==> config.mk <==
export PLATFORM = sky130hd
export DESIGN_NAME = mode_select
export DESIGN_NICKNAME = d
export VERILOG_FILES = /design/src/rtl/mode_select_pkg.sv /design/src/rtl/btn_debounce.sv /design/src/rtl/mode_select.sv
export SDC_FILE = /design/constraint.sdc
export NUM_CORES = 1
export LEC_CHECK = 0
export CAP_MARGIN = 40
export CORE_MARGIN = 2
export CORE_UTILIZATION = 55
export CTS_CLUSTER_DIAMETER = 120
export DETAILED_ROUTE_END_ITERATION = 6
export DONT_BUFFER_PORTS = 1
export HOLD_SLACK_MARGIN = 0.06
export PLACE_DENSITY_LB_ADDON = 0.08
export SETUP_SLACK_MARGIN = 0.05
export SLEW_MARGIN = 25
export SYNTH_ARGS = -nofsm -noshare
export SYNTH_HDL_FRONTEND = slang
export SYNTH_SLANG_ARGS = --single-unit
export TNS_END_PERCENT = 1
==> constraint.sdc <==
create_clock -name clk_in_clk -period 2.1 [get_ports clk_in_clk]
set_input_delay 0.42 -clock clk_in_clk [delete_from_list [all_inputs] [get_ports clk_in_clk]]
set_output_delay 0.42 -clock clk_in_clk [all_outputs]
set_load 0.05 [all_outputs]
==> src/rtl/mode_select_pkg.sv <==
// Shared types and board constants for the push-button mode selector.
// Default cycle counts assume the 12 MHz board clock.
package mode_select_pkg;

   typedef enum logic [1:0] {
      IDLE      = 2'd0,
      PRESSED   = 2'd1,
      LONG_HELD = 2'd2
   } mode_state_t;

   localparam int MODE_W              = 3;
   localparam int CLK_HZ              = 12_000_000;
   localparam int DEBOUNCE_CYCLES_DEF = 120_000;
   localparam int LONG_CYCLES_DEF     = 12_000_000;

   // Counter width for a count of n cycles; never narrower than one bit.
   function automatic int cnt_width(input int n);
      return (n > 1) ? $clog2(n) : 1;
   endfunction

endpackage

==> src/rtl/btn_debounce.sv <==
// Two-flop synchroniser, polarity normalisation and stable-level debounce.
// btn_db is 1 while the button is accepted as pressed; btn_rise marks the edge that sets it.
module btn_debounce
   import mode_select_pkg::*;
#(
   parameter int DEBOUNCE_CYCLES = DEBOUNCE_CYCLES_DEF,
   parameter bit BTN_ACTIVE_LOW  = 1'b1
) (
   input  logic clk,
   input  logic rst,
   input  logic btn_in,
   output logic btn_db,
   output logic btn_rise
);

   localparam int             DB_W    = cnt_width(DEBOUNCE_CYCLES);
   localparam logic [DB_W-1:0] DB_LAST = DB_W'(DEBOUNCE_CYCLES - 1);
   localparam logic           PIN_REL = BTN_ACTIVE_LOW;

   logic            sync_p0;
   logic            sync_p1;
   logic            pressed_p1;
   logic [DB_W-1:0] db_cnt;
   logic            db_hit;

   // Stage p0/p1: metastability synchroniser, reset to the released pin level
   always_ff @(posedge clk) begin
      if (rst) begin
         sync_p0 <= PIN_REL;
         sync_p1 <= PIN_REL;
      end else begin
         sync_p0 <= btn_in;
         sync_p1 <= sync_p0;
      end
   end

   assign pressed_p1 = sync_p1 ^ BTN_ACTIVE_LOW;
   assign db_hit     = (pressed_p1 != btn_db) && (db_cnt == DB_LAST);
   assign btn_rise   = db_hit & ~btn_db;

   // Debounce: accept a new level only after DEBOUNCE_CYCLES consecutive differing samples
   always_ff @(posedge clk) begin
      if (rst) begin
         db_cnt <= '0;
         btn_db <= 1'b0;
      end else if (pressed_p1 == btn_db) begin
         db_cnt <= '0;
      end else if (db_hit) begin
         db_cnt <= '0;
         btn_db <= ~btn_db;
      end else begin
         db_cnt <= db_cnt + 1'b1;
      end
   end

endmodule

==> src/rtl/mode_select.sv <==
// Push-button run-mode selector feeding the NIOS mode PIO: short presses step a
// wrapping mode counter, a long press returns the mode to 0.
module mode_select
   import mode_select_pkg::*;
#(
   parameter int DEBOUNCE_CYCLES = DEBOUNCE_CYCLES_DEF,
   parameter int LONG_CYCLES     = LONG_CYCLES_DEF,
   parameter int MODE_MAX        = 7,
   parameter bit BTN_ACTIVE_LOW  = 1'b1
) (
   input  logic              clk_in_clk,
   input  logic              reset_reset,
   input  logic              btn_in,
   output logic [MODE_W-1:0] mode_export,
   output logic              mode_stb,
   output logic              long_press_stb
);

   localparam int               HOLD_W    = cnt_width(LONG_CYCLES);
   localparam logic [HOLD_W-1:0] HOLD_LAST = HOLD_W'(LONG_CYCLES - 1);
   localparam logic [MODE_W-1:0] MODE_TOP  = MODE_W'(MODE_MAX);

   mode_state_t       state;
   mode_state_t       state_nxt;
   logic [HOLD_W-1:0] hold_cnt;
   logic              btn_db;
   logic              btn_rise;
   logic              short_hit;
   logic              long_hit;

   btn_debounce #(
      .DEBOUNCE_CYCLES (DEBOUNCE_CYCLES),
      .BTN_ACTIVE_LOW  (BTN_ACTIVE_LOW)
   ) u_db (
      .clk      (clk_in_clk),
      .rst      (reset_reset),
      .btn_in   (btn_in),
      .btn_db   (btn_db),
      .btn_rise (btn_rise)
   );

   always_ff @(posedge clk_in_clk) begin
      if (reset_reset) begin
         state <= IDLE;
      end else begin
         state <= state_nxt;
      end
   end

   // Entering PRESSED on the debounce edge itself makes the long-press strobe land
   // exactly LONG_CYCLES after btn_db rises.
   always_comb begin
      state_nxt = state;
      case (state)
         IDLE: begin
            if (btn_rise) state_nxt = PRESSED;
         end
         PRESSED: begin
            if (!btn_db)                    state_nxt = btn_rise ? PRESSED : IDLE;
            else if (hold_cnt == HOLD_LAST) state_nxt = LONG_HELD;
         end
         LONG_HELD: begin
            if (!btn_db) state_nxt = btn_rise ? PRESSED : IDLE;
         end
         default: state_nxt = IDLE;
      endcase
   end

   always_comb begin
      short_hit = 1'b0;
      long_hit  = 1'b0;
      if (state == PRESSED) begin
         short_hit = !btn_db;
         long_hit  = btn_db && (hold_cnt == HOLD_LAST);
      end
   end

   // Hold counter runs only while PRESSED and clears on every exit, so it never wraps
   always_ff @(posedge clk_in_clk) begin
      if (reset_reset) begin
         hold_cnt <= '0;
      end else if ((state == PRESSED) && !short_hit && !long_hit) begin
         hold_cnt <= hold_cnt + 1'b1;
      end else begin
         hold_cnt <= '0;
      end
   end

   always_ff @(posedge clk_in_clk) begin
      if (reset_reset) begin
         mode_export    <= '0;
         mode_stb       <= 1'b0;
         long_press_stb <= 1'b0;
      end else begin
         mode_stb       <= short_hit;
         long_press_stb <= long_hit;
         if (long_hit) begin
            mode_export <= '0;
         end else if (short_hit) begin
            mode_export <= (mode_export == MODE_TOP) ? '0 : mode_export + 1'b1;
         end
      end
   end

endmodule

== Yosys cells after proc, flatten, opt, wreduce, memory -nomap -nowiden ==
Cells that the tools add are included.

* Input port bits: 3
* Bits in registers: 51
* Logic and storage cells: 49
* Output and inout port bits: 5

* Equality and inequality tests: 10
* Mux-type cells: 9
* Reduce and logical (&&, ||, !) cells: 13
* Add/sub/neg operators: 3
* Bitwise logic cells: 5

{| class="wikitable"
|+ Operators with widths
! cell !! count
|-
| adder 24 x 1 -> 24 bit, second input constant || 1
|-
| equality test 24 bit, second input constant || 1
|-
| adder 17 x 1 -> 17 bit, second input constant || 1
|-
| equality test 17 bit, second input constant || 1
|-
| 2-to-1 mux 2 bit || 4
|-
| case mux 2 bit (3 select lines) || 1
|-
| logical AND 1 bit || 4
|-
| inequality test 2 bit, second input constant || 2
|-
| NOT 1 bit || 4
|-
| OR reduction 2 bit || 2
|-
| adder 3 x 1 -> 3 bit, second input constant || 1
|-
| equality test 3 bit, second input constant || 1
|-
| logical NOT 1 bit || 3
|-
| 2-to-1 mux 1 bit || 3
|-
| 2-to-1 mux 3 bit || 1
|-
| inequality test 3 bit, second input constant || 1
|-
| AND reduction 3 bit || 1
|-
| OR reduction 3 bit || 1
|-
| equality test 2 x 1 -> 1 bit, second input constant || 1
|-
| equality test 2 bit, second input constant || 1
|-
| logical NOT 2 bit || 1
|-
| AND reduction 2 bit || 1
|-
| AND 1 bit || 1
|-
| equality test 1 bit || 1
|-
| inequality test 1 bit || 1
|}

== Depth between registers and ports, before layout ==
Gate-level depths: netlist of the first run.

* Depth in word-level cells: 7
* Depth in mapped cells: 7
* Depth with buffers taken out: 5

== Hierarchy ==
Synthesis of the first run repeated with hierarchy kept, for this count alone.

* Cells, all modules: 264
* Area total of the unflattened synthesis: 2,418.6 µm²

{| class="wikitable"
|+ By module, submodules not included
! module !! times used !! area an instance (µm²) !! cells an instance !! sequential area each (µm²)
|-
| mode_select || 1 || 1,467.7 || 166 || 620.6
|-
| btn_debounce || 1 || 950.9 || 98 || 400.4
|}

== Worst setup path after synthesis of the first run ==
No wires, ideal clock.

* Path type: reg2reg
* From: register hold_cnt[0]
* To: register hold_cnt[14]
* Path slack: 225 ps
* Arrival: 1,804 ps
* Buffers on the path: 1
* Cell stages (with the launch flop): 7
* Cell sequence: dfxtp_1 > ha_1 > nand3_1 > or2_2 > clkbuf_1 > or4b_2 > a21oi_1

* Word-level cells in the longest chain between the ends: 7

{| class="wikitable"
|+ RTL lines
! element !! line !! RTL
|-
| start: declaration || mode_select.sv:25 || <nowiki>logic [HOLD_W-1:0] hold_cnt;</nowiki>
|-
| start signal: assignment || mode_select.sv:83 || <nowiki>hold_cnt <= hold_cnt + 1'b1;</nowiki>
|-
| branches (longest 7 deep; another with adder 24 x 1 -> 24 bit) || - ||
|}

Parallel ways; which one is timed is not known.
A chain may end at the register's enable or synchronous reset.

== Worst setup path in the final report of the first run ==
* From: register u_db.db_cnt[13]
* To: register u_db.btn_db

* Word-level cells in the longest chain between the ends: 3

{| class="wikitable"
|+ RTL lines
! element !! line !! RTL
|-
| start: declaration || btn_debounce.sv:23 || <nowiki>logic [DB_W-1:0] db_cnt;</nowiki>
|-
| start signal: assignment || btn_debounce.sv:52 || <nowiki>db_cnt <= db_cnt + 1'b1;</nowiki>
|-
| equality test 17 bit || btn_debounce.sv:38 || <nowiki>assign db_hit = (pressed_p1 != btn_db) && (db_cnt == DB_LAST);</nowiki>
|-
| logical AND 1 bit || btn_debounce.sv:38 ||
|-
| AND reduction 2 bit (no source line) || - ||
|-
| end signal: assignment || btn_debounce.sv:50 || <nowiki>btn_db <= ~btn_db;</nowiki>
|-
| end: declaration || btn_debounce.sv:12 || <nowiki>output logic btn_db,</nowiki>
|}

No other way between the ends.

==> impl_results.rst, run 1 <==
.. list-table::
   :header-rows: 1

   * - Metric
     - Value
   * - Switching power summed over all nets
     - 310 uW
   * - Sum of net half-perimeters after detailed placement
     - 3200 um
   * - Vias in the first global route
     - 1584
   * - Count of pins on the block boundary
     - 8
   * - Top flip-flop cell by instance count after synthesis
     - sky130_fd_sc_hd__dfxtp_1
   * - Number of hold-slack violations in the final timing report
     - 0
   * - Area growth from synthesis to layout
     - 9.72%
   * - Cell with the largest stage delay on the worst path
     - sky130_fd_sc_hd__or4_4
   * - Static leakage
     - 0.000768 uW
   * - Critical path class
     - reg2reg
   * - Seq/Total Area, Yosys
     - 0.443
   * - Yosys warns
     - 0
   * - Clock root cell
     - sky130_fd_sc_hd__clkbuf_8
   * - Rows
     - 23
   * - Period Utilization, post-route
     - 0.916
   * - Max-slew violation count
     - 0
   * - Wire length of the first global-routing pass
     - 7240 um
   * - Number of routed nets with antenna violations
     - 0
   * - Residual overflow from global routing
     - 0
   * - Path class of the lowest-slack min-delay path
     - in2reg
   * - Most numerous cell types in the synthesized netlist
     - sky130_fd_sc_hd__dfxtp_1 (51), sky130_fd_sc_hd__nor2_1 (30), sky130_fd_sc_hd__a21oi_1 (19)
   * - Sort of element at the end of the critical path
     - flop
   * - Worst clock skew
     - 0.00903 ns
   * - Switching power as a share of total power
     - 0.190
   * - Global-route total usage across every layer
     - 0.203
   * - Clock network fraction of design power
     - 0.401
   * - CP delay by family, top
     - simple AND/OR/NAND/NOR gates
   * - Worst reg2reg path depth
     - 4
   * - Total clock buffers created by CTS
     - 5
   * - Via density per instance
     - 5.87
   * - Post-synthesis instance area
     - 2300 sq um
   * - Result of the run
     - completed
   * - Unrepaired setup endpoints after global routing
     - false
   * - Post-Synthesis Cells
     - 260
   * - Pin count of the biggest net entering global routing
     - 17
   * - Clock slew seen by the registers of the worst setup and hold paths
     - 0.09 ns
   * - Area share of the largest cell type after synthesis
     - 0.443
   * - Antenna violations before repair
     - 0
   * - Worst path depth
     - 4
   * - Diodes inserted
     - 0
   * - Net count reported at finish
     - 278
   * - Total clock sinks
     - 51
   * - Most used standard cell by instance count after synthesis
     - sky130_fd_sc_hd__dfxtp_1
   * - Worst hold stages
     - 1
   * - Max-slew headroom
     - 0.679
   * - Critical path's largest stage delay
     - 0.56 ns
   * - Weighted congestion reported at the end of routability-driven placement
     - 0.848
   * - Top fanout value on the critical path
     - 4
   * - Startpoint class of the critical path
     - flop
   * - Hold Buf Count CTS
     - 0
   * - Slew @ Worst Pin
     - 0.480 ns
   * - Pwr/cell area
     - 646 nW/um^2
   * - Total routed wirelength
     - 4470 um
   * - Placed cells
     - 314
   * - Combinational Power Share
     - 0.005
   * - Synthesized area per cell
     - 8.86 sq um
   * - Critical path required time
     - 2.34 ns
   * - H-tree Lvls
     - 2
   * - Leading area contributor after synthesis
     - sky130_fd_sc_hd__dfxtp_1
   * - Arrival time worst endpoint
     - 2.16 ns
   * - Number of remaining DRC errors
     - 0
   * - Number of vias after detailed routing
     - 1885
   * - Fraction of final layout cells with drive strength greater than 1
     - 0.122
   * - Post-synthesis cell type count
     - 38
   * - Number of buffers and inverters on the critical path
     - 0
   * - Setup TNS
     - 0 ns
   * - Die extent in y
     - 68.7 um
   * - Sequential group share of total power
     - 0.594
   * - Core region area
     - 4030 sq um
   * - Initial standard-cell utilization of the core
     - 0.572
   * - Number of DRC violations after detailed-routing iteration 0
     - 82
   * - Max Buffers Root-to-Sink
     - 2
   * - Final setup vio count
     - 0
   * - P_int
     - 1320 uW
   * - Non-filler cells in the finished layout
     - 321
   * - Ranking of synthesized cells by area
     - sky130_fd_sc_hd__dfxtp_1 (44%), sky130_fd_sc_hd__xor2_1 (4.9%), sky130_fd_sc_hd__nor2_1 (4.9%)
   * - Fraction of registers with async set or reset after synthesis
     - 0
   * - Post-synth net total
     - 267
   * - Area enclosed by the die boundary
     - 4720 sq um
   * - Insertion delay of the later-clocked pin in the worst-skew pair
     - 0.30 ns
   * - Total of max-cap violations
     - 0
   * - Crit path cell chain
     - or4b_1, or4_4, or3_1, a21oi_1
   * - Number of buffers added on ports
     - 0
   * - First-pass iteration count of the detailed router
     - 5
   * - Post-synth EDFFs
     - 0
   * - Average wire length per cell after detail routing
     - 13.9 um
   * - Tmin final
     - 1.92 ns
   * - Die W
     - 68.7 um
   * - Achievable Freq
     - 520 MHz
   * - TritonCTS clock tree
     - done
   * - Worst IR Drop VDD
     - 0.453 mV
   * - Number of synthesized register bits
     - 51
[cells by family (layout without fill, tap and decap cells)]
group           count (synthesis)  in the layout  synth area share
simple gates                  125            125             0.307
flops                          51             51             0.443
compound gates                 45             45             0.121
xor+xnor                       22             22            0.0836
buf+inv                        13             24            0.0233
fa+ha+maj                       4              4            0.0217
[timing repair]
action | CTS | global route
buffers inserted | 0 | 0
resized for setup | 0 | 1
endpoints found under the setup margin | 0 | 1
[cell type report]
cell class	instances	area, sq um
inverters	5	18.8
fillers	369	1500
well taps	50	62.6
clock buffers	6	72.6
flip-flops and latches	51	1020
clock inverters	1	30.0
repair buffers	12	90.1
multi-input cells	196	1230
[cells in the final DEF, fill, tap and decap left out, drive strengths merged, types with 2 or more instances in the layout]
cell type  netlist  final
dfxtp           51     51
nor2            30     30
a21oi           19     19
nand3           17     17
nand2           17     17
xor2            13     13
buf              2     12
o21ai           10     10
nand4            9      9
xnor2            9      9
or4              9      9
or3              7      7
o31ai            7      7
and3             7      7
or2              6      6
clkbuf           6      6
and4             5      5
inv              5      5
nor4             4      4
ha               4      4
or4b             4      4
or3b             3      3
o211ai           3      3
nor3             2      2
nor4bb           2      2
a22oi            2      2
a31oi            2      2
[per-stage QoR]
step                      total power [uW]   util  setup WS (ns)  hold WS [ns]  area, sq um
final                                 1630  0.628          0.176         0.177         2530
after global routing                  1690  0.628         0.0657         0.166         2530
after CTS                             1640  0.627          0.166         0.171         2520
after detailed placement              1000  0.601          0.182         0.406         2420
after global placement                1000  0.601          0.203         0.396         2420
after floorplan                       1000      -          0.225         0.389         2300
[state kept, by name, indices dropped and copies added, names as in the netlist]
name	count
u_db.btn_db	1
mode_stb	1
u_db.sync_p1	1
mode_export	3
u_db.db_cnt	17
u_db.sync_p0	1
hold_cnt	24
state	2
long_press_stb	1
[worst reg2reg max path, cell delays in order, from the launching register on]
cell and delay [ns]:
sky130_fd_sc_hd__dfxtp_1 0.33, sky130_fd_sc_hd__or4b_1 0.53, sky130_fd_sc_hd__or4_4 0.56, sky130_fd_sc_hd__or3_1 0.32
sky130_fd_sc_hd__a21oi_1 0.13
[layer usage]
metal	vias to the layer above	part of all wire	global-route usage
met5	-	0	0
met3	6	0.025	0.0487
li1	966	-	-
met1	890	0.48	0.268
met4	0	0.011	0.0662
met2	23	0.48	0.327
[power by group through the flow]
stage               Clock [uW]  Sequential (uW)  Combinational (uW)
global route               711              970                9.72
floorplan                    0              992                8.43
CTS                        665              970                8.72
detailed placement           0              992                8.57
finish                     654              969                8.56
global placement             0              992                8.51
[worst paths after layout]
kind / from / to / slack [ns]
setup / recovery: u_db.db_cnt[13] / u_db.btn_db / 0.18
hold / removal: reset_reset / mode_export[0] / 0.18
setup reg to reg: u_db.db_cnt[13] / u_db.btn_db / 0.18
hold reg to reg: u_db.sync_p0 / u_db.sync_p1 / 0.42
No activity file was read; power rests on OpenSTA's default activity.
==> run 2, diff against run 1 <==
Settings changed: SYNTH_HIERARCHICAL from default to 1.
==> run 2 against run 1 <==
Effect of this change: non-clock buffer count down 5; count of clock-buffer cells in the layout unchanged; flip-flop and latch count unchanged; critical path type unchanged; critical endpoint is now hold_cnt[20]; largest cell class unchanged; largest power group unchanged.
==> impl_results.rst, run 2 <==
.. list-table::
   :header-rows: 1

   * - Metric
     - Value
   * - Wire length of the first global-routing pass
     - 7950 um (+9.8%)
   * - Post-synthesis instance area
     - 2420 sq um (+4.9%)
   * - Path class of the lowest-slack min-delay path
     - in2reg
   * - H-tree Lvls
     - 2 (unchanged)
   * - Ranking of synthesized cells by area
     - sky130_fd_sc_hd__dfxtp_1 (42%), sky130_fd_sc_hd__xnor2_1 (5.4%), sky130_fd_sc_hd__nor2_1 (3.9%)
   * - Max Buffers Root-to-Sink
     - 2 (unchanged)
   * - Number of vias after detailed routing
     - 1876 (-0.48%)
   * - Vias in the first global route
     - 1759 (+11%)
   * - Insertion delay of the later-clocked pin in the worst-skew pair
     - 0.31 ns (about the same)
   * - Tmin final
     - 1.83 ns (-0.0912 ns)
   * - Fraction of registers with async set or reset after synthesis
     - 0 (unchanged)
   * - Largest registers
     - hold_cnt x24, u_db/db_cnt x17, mode_export x3
   * - Commonest cells after routing, fill and taps aside
     - sky130_fd_sc_hd__dfxtp_1 (51), sky130_fd_sc_hd__nor2_1 (25), sky130_fd_sc_hd__nand2_1 (16)
   * - Met1 track demand over resource
     - 0.286 (+0.0180)
   * - Startpoint class of the critical path
     - flop
   * - Final setup vio count
     - 0 (unchanged)
   * - Global routing met3 resource utilization
     - 0.0476 (-0.00108)
   * - Period Utilization, post-route
     - 0.873 (-0.0434)
   * - Die extent in y
     - 70.3 um (+2.3%)
   * - Most used standard cell by instance count after synthesis
     - sky130_fd_sc_hd__dfxtp_1
   * - Number of synthesized register bits
     - 51 (unchanged)
   * - Area enclosed by the die boundary
     - 4940 sq um (+4.6%)
   * - Hold Buf Count CTS
     - 0 (unchanged)
   * - Core region area
     - 4290 sq um (+6.6%)
   * - Synthesized area per cell
     - 9.16 sq um (+3.4%)
   * - Yosys warns
     - 6 (+6)
   * - Post-synthesis cell type count
     - 45 (+18%)
   * - Max-slew headroom
     - 0.681 (+0.00102)
   * - Area growth from synthesis to layout
     - 6.41%
   * - Total clock buffers created by CTS
     - 5 (unchanged)
   * - Fraction of final layout cells with drive strength greater than 1
     - 0.119 (-0.00281)
   * - First-pass iteration count of the detailed router
     - 4 (-1)
   * - Clock slew seen by the registers of the worst setup and hold paths
     - 0.09 ns (about the same)
   * - Achievable Freq
     - 546 MHz (+5.0%)
   * - Leading area contributor after synthesis
     - sky130_fd_sc_hd__dfxtp_1
   * - Global-route total usage across every layer
     - 0.199 (-0.00386)
   * - Antenna violations before repair
     - 0 (unchanged)
   * - Seq/Total Area, Yosys
     - 0.422 (-0.0209)
   * - Weighted congestion reported at the end of routability-driven placement
     - 0.792 (-6.6%)
   * - Worst IR Drop VDD
     - 0.269 mV (-41%)
   * - Via density per instance
     - 5.84 (-0.48%)
   * - Sort of element at the end of the critical path
     - flop
   * - Share of cell area taken by muxes after synthesis
     - 0.00466 (+0.00466)
   * - Adder-cell area share of the yosys netlist
     - 0.0248 (+0.00312)
   * - Dominant combinational cell family by area after synthesis
     - simple AND/OR/NAND/NOR gates
   * - Post-synth EDFFs
     - 0 (unchanged)
   * - Number of remaining DRC errors
     - 0 (unchanged)
   * - Max-slew violation count
     - 0 (unchanged)
   * - Setup TNS
     - 0 ns (unchanged)
   * - Die W
     - 70.3 um (+2.3%)
   * - Critical path class
     - reg2reg
   * - Number of buffers and inverters on the critical path
     - 0 (unchanged)
   * - Simple-gate portion of the synthesized area
     - 0.329 (+0.0217)
   * - TritonCTS clock tree
     - done
   * - CP delay by family, top
     - simple AND/OR/NAND/NOR gates
   * - Crit path cell chain
     - and4_1, nand3_1, or4_1, a21oi_1
   * - WHS
     - 0.175 ns (-0.00252 ns)
   * - Pin count of the biggest net entering global routing
     - 19 (+2)
   * - Count of pins on the block boundary
     - 8 (unchanged)
   * - Commonest non-fill, non-tap cell in the layout
     - sky130_fd_sc_hd__dfxtp_1
   * - Static leakage
     - 0.000748 uW (-2.6%)
   * - Number of routed nets with antenna violations
     - 0 (unchanged)
   * - Filler Cell Count
     - 384 (+4.1%)
   * - Most numerous cell types in the synthesized netlist
     - sky130_fd_sc_hd__dfxtp_1 (51), sky130_fd_sc_hd__nor2_1 (25), sky130_fd_sc_hd__nand2_1 (16)
   * - Initial standard-cell utilization of the core
     - 0.563 (-0.00882)
   * - Most used routing layer in global routing
     - met2
   * - Largest Register
     - hold_cnt
   * - Flip-flop count of the largest register, all copies and words added
     - 24 (unchanged)
   * - Result of the run
     - completed
   * - Arrival time worst endpoint
     - 2.08 ns (-0.08 ns)
   * - Worst clock skew
     - 0.0117 ns (+0.00268 ns)
   * - Post-synth net total
     - 271 (+1.5%)
   * - Total routed wirelength
     - 4350 um (-2.7%)
   * - Total of max-cap violations
     - 0 (unchanged)
   * - Number of buffers added on ports
     - 0 (unchanged)
   * - Total clock sinks
     - 51 (unchanged)
   * - Xor and xnor fraction of the mapped netlist area
     - 0.0905 (+0.00693)
   * - Diodes inserted
     - 0 (unchanged)
   * - Fraction of the mapped netlist area in compound gates
     - 0.0890 (-0.0321)
   * - Area share of the largest cell type after synthesis
     - 0.422 (-0.0209)
   * - Top fanout value on the critical path
     - 12 (+8)
   * - Slew @ Worst Pin
     - 0.479 ns (-0.00153 ns)
   * - Cell with the largest stage delay on the worst path
     - sky130_fd_sc_hd__or4_1
   * - Critical path required time
     - 2.35 ns (about the same)
   * - Residual overflow from global routing
     - 0 (unchanged)
   * - Quantity of gates resized following cts
     - 0 (unchanged)
   * - Number of hold-slack violations in the final timing report
     - 0 (unchanged)
   * - Post-Synthesis Cells
     - 264 (+1.5%)
   * - Unrepaired setup endpoints after global routing
     - false
   * - Setup slack of the critical path after layout
     - 0.267 ns (+0.0912 ns)
   * - Number of post-CTS setup repair buffers
     - 0 (unchanged)
   * - Place WS
     - 0.332 ns (+0.150 ns)
   * - Pwr/cell area
     - 635 nW/um^2 (-1.7%)
   * - Critical path's largest stage delay
     - 0.59 ns (+0.03 ns)
   * - Average wire length per cell after detail routing
     - 13.6 um (-2.7%)
   * - Global routing met2 resource utilization
     - 0.289 (-0.0376)
   * - Rows
     - 24 (+4.3%)
   * - Top flip-flop cell by instance count after synthesis
     - sky130_fd_sc_hd__dfxtp_1
   * - Net count reported at finish
     - 276 (-0.72%)
   * - Number of DRC violations after detailed-routing iteration 0
     - 97 (+18%)
   * - Clock root cell
     - sky130_fd_sc_hd__clkbuf_8
   * - Sum of net half-perimeters after detailed placement
     - 3050 um (-4.7%)
   * - Share of the core filled with cells
     - 0.599 (-0.0283)
run 2: layout make-up:
class	count	area [sq um]	area share
Sequential cell	51	1020	0.397
Clock buffer	6	72.6	0.0282
Timing Repair Buffer	7	65.1	0.0253
Inverter	5	18.8	0.00729
Clock inverter	1	30.0	0.0117
Tap cell	52	65.1	0.0253
Multi-Input combinational cell	199	1300	0.506
run 2: routing by layer:
| metal | routed length (um) | vias to the layer above | share of wire |
|---|---|---|---|
| met5 | 0 | - | 0 |
| met2 | 1830 | 30 | 0.42 |
| li1 | - | 964 | - |
| met4 | 72 | 0 | 0.017 |
| met1 | 2300 | 876 | 0.53 |
| met3 | 150 | 6 | 0.034 |
run 2: where the power goes:
group | switching, uW | total, uW | internal (uW) | leakage (uW)
combinational | 7.01 | 12.0 | 5.00 | 0.000286
clock | 303 | 652 | 349 | 0.0000513
sequential | 1.20 | 970 | 968 | 0.000411
run 2: worst reg2reg max path: cells and delay by family (launching register included):
kind / cells / cell delay, ns
simple gates: 3 / 1.20
flops: 1 / 0.42
compound gates: 1 / 0.14
run 2: worst paths after layout:
check / from / slack (ns) / cells after the start / endpoint
min: reset_reset / 0.17 / 1 / mode_export[0]
max: hold_cnt[9] / 0.27 / 4 / hold_cnt[20]
min reg2reg: u_db/sync_p0 / 0.42 / 1 / u_db/sync_p1
max reg2reg: hold_cnt[9] / 0.27 / 4 / hold_cnt[20]
run 2: cell families (layout without fill, tap and decap cells):
| kind of cell | after synthesis | after routing |
|---|---|---|
| compound gates | 35 | 35 |
| xor+xnor | 25 | 25 |
| fa+ha+maj | 5 | 5 |
| buf+inv | 14 | 19 |
| flops | 51 | 51 |
| mux | 1 | 1 |
| simple gates | 133 | 133 |
run 2: metrics by stage:
stage / power (uW) / cell area (sq um) / cells
floorplan: 1000 / 2420 / 264
detailed placement: 1000 / 2470 / 314
global placement: 1000 / 2470 / 314
CTS: 1660 / 2570 / 321
finish: 1630 / 2570 / 321
global route: 1690 / 2570 / 321
==> run 3, diff against run 2 <==
Settings changed: CORE_UTILIZATION 55 to 50.
==> run 3 against run 2 <==
Effect of this change: die area up 9.4%; register-to-register slack about the same; sequential share of layout area decreased by 0.13 points; clock power rose by 8.1%; critical path depth is the same; critical path type unchanged; largest cell class unchanged; largest power group unchanged.
==> impl_results.rst, run 3 (synthesis gave the netlist of run 2 again) <==
.. list-table::
   :header-rows: 1

   * - Metric
     - Value
   * - Worst reg2reg path depth
     - 4 (unchanged)
   * - Filler Cell Count
     - 435 (+13%)
   * - Quantity of gates resized following cts
     - 0 (unchanged)
   * - Result of the run
     - completed
   * - Startpoint class of the critical path
     - flop
   * - Commonest cells after routing, fill and taps aside
     - sky130_fd_sc_hd__dfxtp_1 (51), sky130_fd_sc_hd__nor2_1 (25), sky130_fd_sc_hd__nand2_1 (16)
   * - Insertion delay of the later-clocked pin in the worst-skew pair
     - 0.31 ns (about the same)
   * - Critical path class
     - reg2reg
   * - Via density per instance
     - 5.65 (-3.3%)
   * - Die extent in y
     - 73.6 um (+4.6%)
   * - Total routed wirelength
     - 4360 um (about the same)
   * - Clock slew seen by the registers of the worst setup and hold paths
     - 0.10 ns (about the same)
   * - Global-route total usage across every layer
     - 0.179 (-0.0199)
   * - Static leakage
     - 0.000751 uW (+0.44%)
   * - Core region area
     - 4690 sq um (+9.3%)
   * - Achievable Freq
     - 545 MHz (-0.13%)
   * - Path class of the lowest-slack min-delay path
     - in2reg
   * - TritonCTS clock tree
     - done
   * - Vias in the first global route
     - 1619 (-8.0%)
   * - Total power of the final layout
     - 1690 uW (+3.2%)
   * - Flip-flop count of the largest register, all copies and words added
     - 24 (unchanged)
   * - Number of DRC violations after detailed-routing iteration 0
     - 137 (+41%)
   * - Number of buffers added on ports
     - 0 (unchanged)
   * - Slew @ Worst Pin
     - 0.472 ns (-0.00616 ns)
   * - Initial standard-cell utilization of the core
     - 0.515 (-0.0478)
   * - Fraction of final layout cells with drive strength greater than 1
     - 0.123 (+0.00372)
   * - Sort of element at the end of the critical path
     - flop
   * - Commonest non-fill, non-tap cell in the layout
     - sky130_fd_sc_hd__dfxtp_1
   * - Number of vias after detailed routing
     - 1825 (-2.7%)
   * - Largest Register
     - hold_cnt
   * - Die W
     - 73.6 um (+4.6%)
   * - Pin count of the biggest net entering global routing
     - 19 (unchanged)
   * - Clock root cell
     - sky130_fd_sc_hd__clkbuf_8
   * - Diodes inserted
     - 0 (unchanged)
   * - Number of routed nets with antenna violations
     - 0 (unchanged)
   * - Max Buffers Root-to-Sink
     - 2 (unchanged)
   * - Tmin final
     - 1.83 ns (+0.00233 ns)
   * - Storage element area
     - 1020 sq um (unchanged)
   * - Hold Buf Count CTS
     - 0 (unchanged)
   * - Arrival time worst endpoint
     - 2.08 ns (about the same)
   * - Total of max-cap violations
     - 0 (unchanged)
   * - Worst R2R Start
     - hold_cnt[10]
   * - Total clock sinks
     - 51 (unchanged)
   * - Number of hold-slack violations in the final timing report
     - 0 (unchanged)
   * - Origin of the worst min-delay path
     - reset_reset
   * - Wire length of the first global-routing pass
     - 7540 um (-5.1%)
   * - Worst IR Drop VDD
     - 0.324 mV (+21%)
   * - Total area of multi-input combinational cells
     - 1300 sq um (unchanged)
   * - Area enclosed by the die boundary
     - 5410 sq um (+9.4%)
   * - Worst hold stages
     - 1 (unchanged)
   * - First-pass iteration count of the detailed router
     - 4 (unchanged)
   * - Setup TNS
     - 0 ns (unchanged)
   * - Critical path required time
     - 2.34 ns (about the same)
   * - Area growth from synthesis to layout
     - 6.78%
   * - Residual overflow from global routing
     - 0 (unchanged)
   * - Count of pins on the block boundary
     - 8 (unchanged)
   * - Share of the core filled with cells
     - 0.550 (-0.0490)
   * - Period Utilization, post-route
     - 0.874 (+0.00111)
   * - Weighted congestion reported at the end of routability-driven placement
     - 0.837 (+5.7%)
   * - Unrepaired setup endpoints after global routing
     - false
   * - Rows
     - 25 (+4.2%)
   * - Total clock buffers created by CTS
     - 5 (unchanged)
   * - Max-slew headroom
     - 0.685 (+0.00411)
   * - Net count reported at finish
     - 275 (-0.36%)
   * - Max-slew violation count
     - 0 (unchanged)
   * - Average wire length per cell after detail routing
     - 13.5 um (-0.53%)
   * - Top fanout value on the critical path
     - 12 (unchanged)
   * - Largest registers
     - hold_cnt x24, u_db/db_cnt x17, mode_export x3
   * - Worst clock skew
     - 0.0120 ns (+0.000322 ns)
   * - Critical path launch point
     - hold_cnt[10]
   * - Antenna violations before repair
     - 0 (unchanged)
   * - Pwr/cell area
     - 653 nW/um^2 (+2.9%)
   * - Number of remaining DRC errors
     - 0 (unchanged)
   * - Sum of net half-perimeters after detailed placement
     - 3110 um (+2.0%)
   * - Number of post-CTS setup repair buffers
     - 0 (unchanged)
   * - Final setup vio count
     - 0 (unchanged)
   * - H-tree Lvls
     - 2 (unchanged)
## run 3: cell type report
class | count | share of cell area
Multi-Input combinational cell | 199 | 0.504
Inverter | 5 | 0.00727
Clock inverter | 3 | 0.0184
Clock buffer | 5 | 0.0266
Sequential cell | 51 | 0.395
Tap cell | 54 | 0.0262
Timing Repair Buffer | 6 | 0.0223
## run 3: through the flow
step / cell area, sq um / instances / worst slack (ns) / hold slack [ns]
final: 2580 / 323 / 0.265 / 0.159
after CTS: 2580 / 323 / 0.273 / 0.149
after floorplan: 2420 / 264 / 0.451 / 0.389
after detailed placement: 2470 / 315 / 0.306 / 0.397
after global placement: 2470 / 315 / 0.324 / 0.394
after global routing: 2580 / 323 / 0.122 / 0.138
## run 3: power breakdown
part | leakage (uW) | internal (uW) | switching (uW)
logic | 0.000282 | 4.97 | 6.93
registers | 0.000411 | 969 | 1.22
clock network | 0.0000587 | 362 | 343
## run 3: path summary, 6_finish.rpt
| check | end | slack [ns] |
|---|---|---|
| worst min-delay path | mode_export[0] | 0.16 |
| worst min register to register | u_db/sync_p1 | 0.41 |
| worst max-delay path | hold_cnt[20] | 0.27 |
| worst max register to register | hold_cnt[20] | 0.27 |
## run 3: critical path: stages, from the launching register on
cell and delay [ns]:
sky130_fd_sc_hd__dfxtp_1 0.43, sky130_fd_sc_hd__and4_1 0.31, sky130_fd_sc_hd__nand3_1 0.30, sky130_fd_sc_hd__or4_1 0.58
sky130_fd_sc_hd__a21oi_1 0.15
## run 3: layer usage
metal	vias up	GRT usage	wire length (um)
met4	0	0.0606	38
li1	966	-	-
met3	5	0.0425	155
met1	821	0.248	2260
met5	-	0	0
met2	33	0.274	1900
